<file path="src/rtl/cpu_pkg.sv">
`default_nettype none
// ============================================================================
//  Module      : cpu_pkg
//  Description : Constants shared by the pipeline back-end: data width and
//                the architectural register numbers with fixed roles.
//  Revision    : 1.0  initial release
// ============================================================================
package cpu_pkg;

  localparam int          XLEN     = 32;

  // Architectural register numbers with special meaning
  localparam logic [4:0]  REG_ZERO = 5'd0;   // hard-wired zero
  localparam logic [4:0]  REG_SP   = 5'd29;  // stack pointer
  localparam logic [4:0]  REG_RA   = 5'd31;  // return address

  // True when a register number names the hard-wired zero register
  function automatic logic isZeroReg(input logic [4:0] regNum);
    return (regNum == REG_ZERO);
  endfunction

endpackage : cpu_pkg
`default_nettype wire

</file>
<file path="src/rtl/wb_mux.sv">
`default_nettype none
// ============================================================================
//  Module      : wb_mux
//  Description : Writeback source select. Picks the memory read data for
//                loads, the ALU result otherwise. Purely combinational.
//  Ports       : i_memtoReg     1 = select memory data, 0 = select ALU result
//                i_aluResult    ALU result from MEM/WB
//                i_memReadData  data-memory read data from MEM/WB
//                o_wbData       selected writeback value
//  Revision    : 1.0  initial release
// ============================================================================
module wb_mux
  import cpu_pkg::*;
(
  input  logic            i_memtoReg,
  input  logic [XLEN-1:0] i_aluResult,
  input  logic [XLEN-1:0] i_memReadData,
  output logic [XLEN-1:0] o_wbData
);

  always_comb begin
    o_wbData = i_aluResult;
    if (i_memtoReg) begin
      o_wbData = i_memReadData;
    end
  end

endmodule : wb_mux
`default_nettype wire

</file>
<file path="src/rtl/wb_regfile.sv">
`default_nettype none
// ============================================================================
//  Module      : wb_regfile
//  Description : Writeback stage and architectural register file. Selects the
//                writeback value, commits it into the register file, serves
//                two combinational read ports with same-cycle write bypass and
//                keeps registered debug copies of the last committed write.
//  Ports       : Clk             system clock, rising-edge active
//                Reset_n         synchronous active-low reset
//                MemtoReg_in     1 = write memory data, 0 = write ALU result
//                RegWrite_in     write enable from MEM/WB
//                ALUResult_in    ALU result from MEM/WB
//                MemReadData_in  data-memory read data from MEM/WB
//                WriteReg_in     destination register from MEM/WB
//                ReadReg1/2      ID-stage read addresses
//                ReadData1/2     read data (combinational, bypassed)
//                WriteData_dbg   value of last committed write
//                WriteReg_dbg    destination of last committed write
//                WriteCount      committed writes since reset (wrapping)
//  Revision    : 1.0  initial release
// ============================================================================
module wb_regfile
  import cpu_pkg::*;
#(
  parameter int          NREGS   = 32,
  parameter logic [31:0] SP_INIT = 32'h0000_03FC,
  parameter int          CNT_W   = 16
) (
  input  logic             Clk,
  input  logic             Reset_n,
  input  logic             MemtoReg_in,
  input  logic             RegWrite_in,
  input  logic [XLEN-1:0]  ALUResult_in,
  input  logic [XLEN-1:0]  MemReadData_in,
  input  logic [4:0]       WriteReg_in,
  input  logic [4:0]       ReadReg1,
  input  logic [4:0]       ReadReg2,
  output logic [XLEN-1:0]  ReadData1,
  output logic [XLEN-1:0]  ReadData2,
  output logic [XLEN-1:0]  WriteData_dbg,
  output logic [4:0]       WriteReg_dbg,
  output logic [CNT_W-1:0] WriteCount
);

  localparam int c_numReadPorts = 2;

  logic [XLEN-1:0]  r_regs [NREGS];
  logic [XLEN-1:0]  r_writeDataDbg;
  logic [4:0]       r_writeRegDbg;
  logic [CNT_W-1:0] r_writeCount;

  logic [XLEN-1:0]  w_wbData;
  logic             w_commit;
  logic [4:0]       w_readAddr [c_numReadPorts];
  logic [XLEN-1:0]  w_readData [c_numReadPorts];

  // --------------------------------------------------------------------------
  // Writeback source select
  // --------------------------------------------------------------------------
  wb_mux u_wbMux (
    .i_memtoReg    (MemtoReg_in),
    .i_aluResult   (ALUResult_in),
    .i_memReadData (MemReadData_in),
    .o_wbData      (w_wbData)
  );

  // Reset gating the commit also kills the bypass while reset is held, so
  // readers see plain register contents during and right after reset.
  assign w_commit = RegWrite_in && !isZeroReg(WriteReg_in) && Reset_n;

  // --------------------------------------------------------------------------
  // Register array. r0 storage exists but is never written and never read.
  // --------------------------------------------------------------------------
  always_ff @(posedge Clk) begin
    if (!Reset_n) begin
      for (int i = 0; i < NREGS; i++) begin
        r_regs[i] <= (i == int'(REG_SP)) ? SP_INIT : '0;
      end
    end else if (w_commit) begin
      r_regs[WriteReg_in] <= w_wbData;
    end
  end

  // --------------------------------------------------------------------------
  // Debug copies of the last committed write and the commit counter.
  // The counter wraps silently.
  // --------------------------------------------------------------------------
  always_ff @(posedge Clk) begin
    if (!Reset_n) begin
      r_writeDataDbg <= '0;
      r_writeRegDbg  <= '0;
      r_writeCount   <= '0;
    end else if (w_commit) begin
      r_writeDataDbg <= w_wbData;
      r_writeRegDbg  <= WriteReg_in;
      r_writeCount   <= r_writeCount + 1'b1;
    end
  end

  // --------------------------------------------------------------------------
  // Read ports: zero register, then same-cycle bypass, then array contents.
  // The bypass makes a write visible in the cycle it is presented, as if the
  // array were written in the first half-cycle and read in the second.
  // --------------------------------------------------------------------------
  assign w_readAddr[0] = ReadReg1;
  assign w_readAddr[1] = ReadReg2;

  for (genvar p = 0; p < c_numReadPorts; p++) begin : g_readPort
    always_comb begin
      w_readData[p] = r_regs[w_readAddr[p]];
      if (isZeroReg(w_readAddr[p])) begin
        w_readData[p] = '0;
      end else if (w_commit && (w_readAddr[p] == WriteReg_in)) begin
        w_readData[p] = w_wbData;
      end
    end
  end

  assign ReadData1     = w_readData[0];
  assign ReadData2     = w_readData[1];
  assign WriteData_dbg = r_writeDataDbg;
  assign WriteReg_dbg  = r_writeRegDbg;
  assign WriteCount    = r_writeCount;

endmodule : wb_regfile
`default_nettype wire
</file>
<file path="config.mk">
export PLATFORM = sky130hd
export DESIGN_NAME = wb_regfile
export DESIGN_NICKNAME = d
export VERILOG_FILES = /design/src/rtl/cpu_pkg.sv /design/src/rtl/wb_mux.sv /design/src/rtl/wb_regfile.sv
export SDC_FILE = /design/constraint.sdc
export NUM_CORES = 2
export LEC_CHECK = 0
export ABC_AREA = 0
export CAP_MARGIN = 20
export CORE_UTILIZATION = 35
export CTS_BUF_LIST = sky130_fd_sc_hd__clkbuf_8
export DETAILED_ROUTE_END_ITERATION = 8
export MAX_ROUTING_LAYER = met4
export PLACE_DENSITY_LB_ADDON = 0.08
export SLEW_MARGIN = 40
export SYNTH_ARGS = -nofsm -noshare
export SYNTH_HDL_FRONTEND = slang
export SYNTH_HIERARCHICAL = 1
export SYNTH_SLANG_ARGS = --single-unit
</file>
<file path="constraint.sdc">
create_clock -name Clk -period 8.1 [get_ports Clk]
set_input_delay 1.62 -clock Clk [delete_from_list [all_inputs] [get_ports Clk]]
set_output_delay 1.62 -clock Clk [all_outputs]
set_load 0.02 [all_outputs]
</file>
Word level (Yosys, flattened, before mapping)
Memories as Yosys holds them, arrays and structs flattened.
Cells that the tools add are included.
{"block": "classes", "reduce_logical": 9, "muxes": 12, "n_eq_ne": 2, "add_sub_neg": 1}
{"operator": "$mux W32", "count": 6}
{"operator": "$reduce_or A32 Y1", "count": 1}
{"operator": "$add A16 B1 Y16 const B", "count": 1}
{"operator": "$logic_not A5 Y1", "count": 3}
{"operator": "$eq A5 B5 Y1", "count": 2}
{"operator": "$mux W1", "count": 5}
{"operator": "$mux W5", "count": 1}
{"operator": "$logic_and A1 B1 Y1", "count": 4}
{"operator": "$logic_not A1 Y1", "count": 1}
{"block": "word_totals", "ram_bits": 1024, "ff_bits": 53, "wordCells": 28, "mem_count": 1, "out_inout_bits": 117}
{"memory": "r_regs", "words": 32, "width": 32, "rd": 2, "rd_ports_with_merged_regs": 0, "write_ports": 32, "line_no": "wb_regfile.sv:47", "source": "logic [XLEN-1:0] r_regs [NREGS];"}

Depth between registers and ports, before layout
{"block": "logic_depth", "depth_word": 9, "depth_mapped": 9, "mapped_depth_nobuf": 5}

By module
Netlist, hierarchy kept.
{"module": "wb_regfile", "area_each_um2": 56927.1, "seq_area_each_um2": 31810.5, "cells_each": 4033, "n_inst": 1}
{"module": "wb_mux", "area_each_um2": 544.3, "seq_area_each_um2": 0.0, "cells_each": 36, "n_inst": 1}

Worst setup path before layout
No wires, ideal clock.
{"block": "synth_timing", "kind": "in2reg", "from": "in WriteReg_in[4]", "to": "mem r_regs[24][0], enable pin", "setup_slack_ns": 2.761, "path_buffers": 2, "arrival_ns": 4.873, "stages": 6, "setup_time_ns": 0.466, "required_time_ns": 7.634, "cell_sequence": "or3_1 buf_2 o31ai_4 or4_4 buf_6 o21ai_0"}
{"element": "start, declared", "line_no": "wb_regfile.sv:35", "source": "input logic [4:0] WriteReg_in,"}
{"element": "end, declared", "line_no": "wb_regfile.sv:47"}

Worst setup path in the final report
{"block": "layout_timing", "from": "in WriteReg_in[4]", "to": "out ReadData2[2]"}
{"block": "layout_via", "elab_chain_len": 7, "elab_cells_between_ends": 8, "classes_between": "eq/ne: 1; mux: 2; reduce/logical: 5"}
{"element": "$logic_not A5 Y1", "line_no": "cpu_pkg.sv:19", "source": "return (regNum == REG_ZERO);"}
{"element": "$logic_not A1 Y1", "line_no": "wb_regfile.sv:69", "source": "assign w_commit = RegWrite_in && !isZeroReg(WriteReg_in) && Reset_n;"}
{"element": "$logic_and A1 B1 Y1 (2 in a row)", "line_no": "wb_regfile.sv:69"}
{"element": "$logic_and A1 B1 Y1 *", "line_no": "wb_regfile.sv:113", "source": "end else if (w_commit && (w_readAddr[p] == WriteReg_in)) begin"}
{"element": "$mux W32 *", "line_no": "wb_regfile.sv:113"}
{"element": "$mux W32 *", "line_no": "wb_regfile.sv:111", "source": "if (isZeroReg(w_readAddr[p])) begin"}
{"element": "end, declared", "line_no": "wb_regfile.sv:39", "source": "output logic [XLEN-1:0] ReadData2,"}
Every way passes the cells marked *; elsewhere a longest branch is shown, timed or not.

==> results.ini <==
[clocking]
cts_hold_buf = 0
cts_sinks = 1077
cts_setup_buffers = 0
cts-resized-gates = 0
clkTransAtPathRegs_ns = 0.06
clock_path_buffers = 3
numCtsBuffers = 195
clockRootBuffer = clkbuf_8
h-tree-depth = 4
tritoncts = built
worstSkewPairLatency_ns = 0.92

[synth]
synthCells = 4069
avgSynthCellArea_um2 = 14.1
synth_cell_types = 64
ys_warn_count = 6
synth-main-ff-cell = edfxtp_1
ys_seq_area_frac = 0.554
synth-async-reset-ratio = 0
synth-seq-cells = 1077
syn-cell-area_um2 = 57500
synth_edf_count = 1024

[pwr]
clockPowerShare = 0.361
power.internal_mw = 9.55
combPwrFrac = 0.149
vdd.ir_drop.worst_mv = 0.181
p_per_area_nw_per_um2 = 202
power_frac_seq = 0.490
power_leakage_nw = 23.0
switching_power_mw = 3.80
swShare = 0.284

[setup_path]
crit_buf_inv = 3
crit_chain = clkdlybuf4s50_1, or3_1, buf_4, o31a_2, nand4_4, o21ai_0, a31oi_1, clkdlybuf4s50_1
worst_ep_arrival_time_ns = 5.62
worstSetupEndpointType = output pin
crit_type = in -> out
cpMaxStageDelayCell = a31oi_1
cpMostUsedCell = clkdlybuf4s50_1
critPathLaunchType = primary input
required_ns = 6.48
slowest_delay_ns = 0.81
critical_path.top_delay_family = buffers and inverters
path_max_fanout = 35

[timing]
relSlewSlack = 0.282
period_needed_ns = 7.24
worstMarginPinSlew_ns = 1.07
fin_crit_sh = 0.893
finalClockSkew_ns = 0.0238
tns_ns = 0
hold_slack_ns = 0.453
setup_viol = 0
rsz0062_at_grt = no
max_freq_ghz = 0.138
maxSlewViolCount = 0
finalHoldViolCount = 0

[global_route]
overflow = 0
grt.total_usage = 0.285
grt_pass1_wl_mm = 320
grt_pass1_vias = 38600
grt_max_degree = 72
antenna_found_initial = 21

[route]
vias_per_cell = 5.83
num_vias = 38300
wl_per_cell_um = 35.5
first_pass_iters = 7
finalWirelength_mm = 233
drt_iter0_markers = 4368
drcViolationCount = 0
drtAntennaViolNets = 0

[die]
core_um2 = 163000
die_x_um = 407
io_pins = 200
die_area_um2 = 166000
die_y_um = 407
rows = 148
start_util = 0.353

[cells_and_area]
multi_input_comb_area_um2 = 24400
final_core_util = 0.405
final_cell_mix = edfxtp_1, and2_1, mux4_2
fillers = 15100
final_common_cell = edfxtp_1
layout-drive-gt1-share = 0.214
finalNetCount = 4308
fin_cells = 6564
seqCellArea_um2 = 31800
area_growth_pct = 15.0

[run]
max-cap-violations = 0

[worst_hold_path]
hold_class = reg -> reg

[placement]
gp_congestion = 0.825
dp_hpwl_mm = 137
port_buffers = 199
dp.cells = 6202

[run_status]
status = complete, no violations

==> through the flow <==
step                      power, mW  area [µm²]  setup slack [ns]
after global placement         8.62       62200             0.993
after detailed placement       8.63       62500              1.03
final                          13.4       66100             0.864
after CTS                      13.5       66000              1.01
after global routing           13.8       66100             0.740
after floorplan                7.72       57600              2.76
==> flip-flops by register name, summed over array words and instances (netlist names) <==
name / cells
r_regs: 1024
WriteData_dbg: 32
WriteCount: 16
WriteReg_dbg: 5
==> kinds of logic after synthesis <==
group | synth area share
DFF | 0.554
other | 0.0000652
adders and majority gates | 0.000218
AOI/OAI and AO/OA | 0.0728
and+or+nand+nor | 0.127
muxes | 0.206
xor gates and xnor gates | 0.00305
buffers and inverters | 0.0371
==> final cells by class <==
class | count | area share
multi-input combinational | 2579 | 0.369
inverter | 3 | 0.000208
tap | 2175 | 0.0412
sequential | 1077 | 0.481
antenna | 13 | 0.000492
clock buffer | 207 | 0.0431
timing repair buffer | 368 | 0.0550
clock inverter | 142 | 0.00971
==> worst paths after layout <==
kind                                   startpoint                 to  slack [ns]  depth (start not counted)
worst max-delay path               WriteReg_in[4]       ReadData2[2]        0.86                          8
worst min-delay path            WriteData_dbg[14]  WriteData_dbg[14]        0.45                          2
worst max register to register      WriteCount[4]     WriteCount[14]        6.30                          5
worst min register to register  WriteData_dbg[14]  WriteData_dbg[14]        0.45                          2
==> worst register-to-register path, cell delays in order (launching register included) <==
cell and delay (ns):
dfxtp_1 0.44, and4_1 0.28, nand4_1 0.25, nor3_1 0.39, nand4_1 0.18, mux2i_1 0.14
==> routing by layer <==
metal | track usage | vias up | part of all wire
li1 | - | 15900 | -
met1 | 0.387 | 20200 | 0.43
met2 | 0.437 | 1755 | 0.46
met3 | 0.0502 | 332 | 0.076
met4 | 0.0852 | 0 | 0.030
met5 | - | - | 0
==> Yosys cell counts, types with 31 or more instances <==
library cell | n | area share
buf_2 | 97 | 0.0084
nand2_1 | 98 | 0.0064
a22oi_1 | 35 | 0.0046
a221oi_1 | 98 | 0.015
mux4_2 | 367 | 0.14
dfxtp_1 | 53 | 0.018
o211ai_1 | 89 | 0.012
and2_1 | 985 | 0.11
o22ai_1 | 58 | 0.0063
edfxtp_1 | 1024 | 0.54
mux2i_1 | 307 | 0.053
o22a_1 | 52 | 0.0079
nor2_1 | 79 | 0.0052
o21ai_0 | 115 | 0.010
clkbuf_1 | 276 | 0.018
a31oi_1 | 31 | 0.0034
a21oi_1 | 42 | 0.0037
==> power groups by stage <==
stage	Sequential [mW]	Combinational [mW]	Clock (mW)
after floorplan	6.64	1.09	0
after global placement	6.65	1.97	0
after detailed placement	6.66	1.98	0
after CTS	6.55	1.99	4.92
after global routing	6.58	2.05	5.13
final	6.55	1.99	4.82
(Power assumes the default switching activity.)
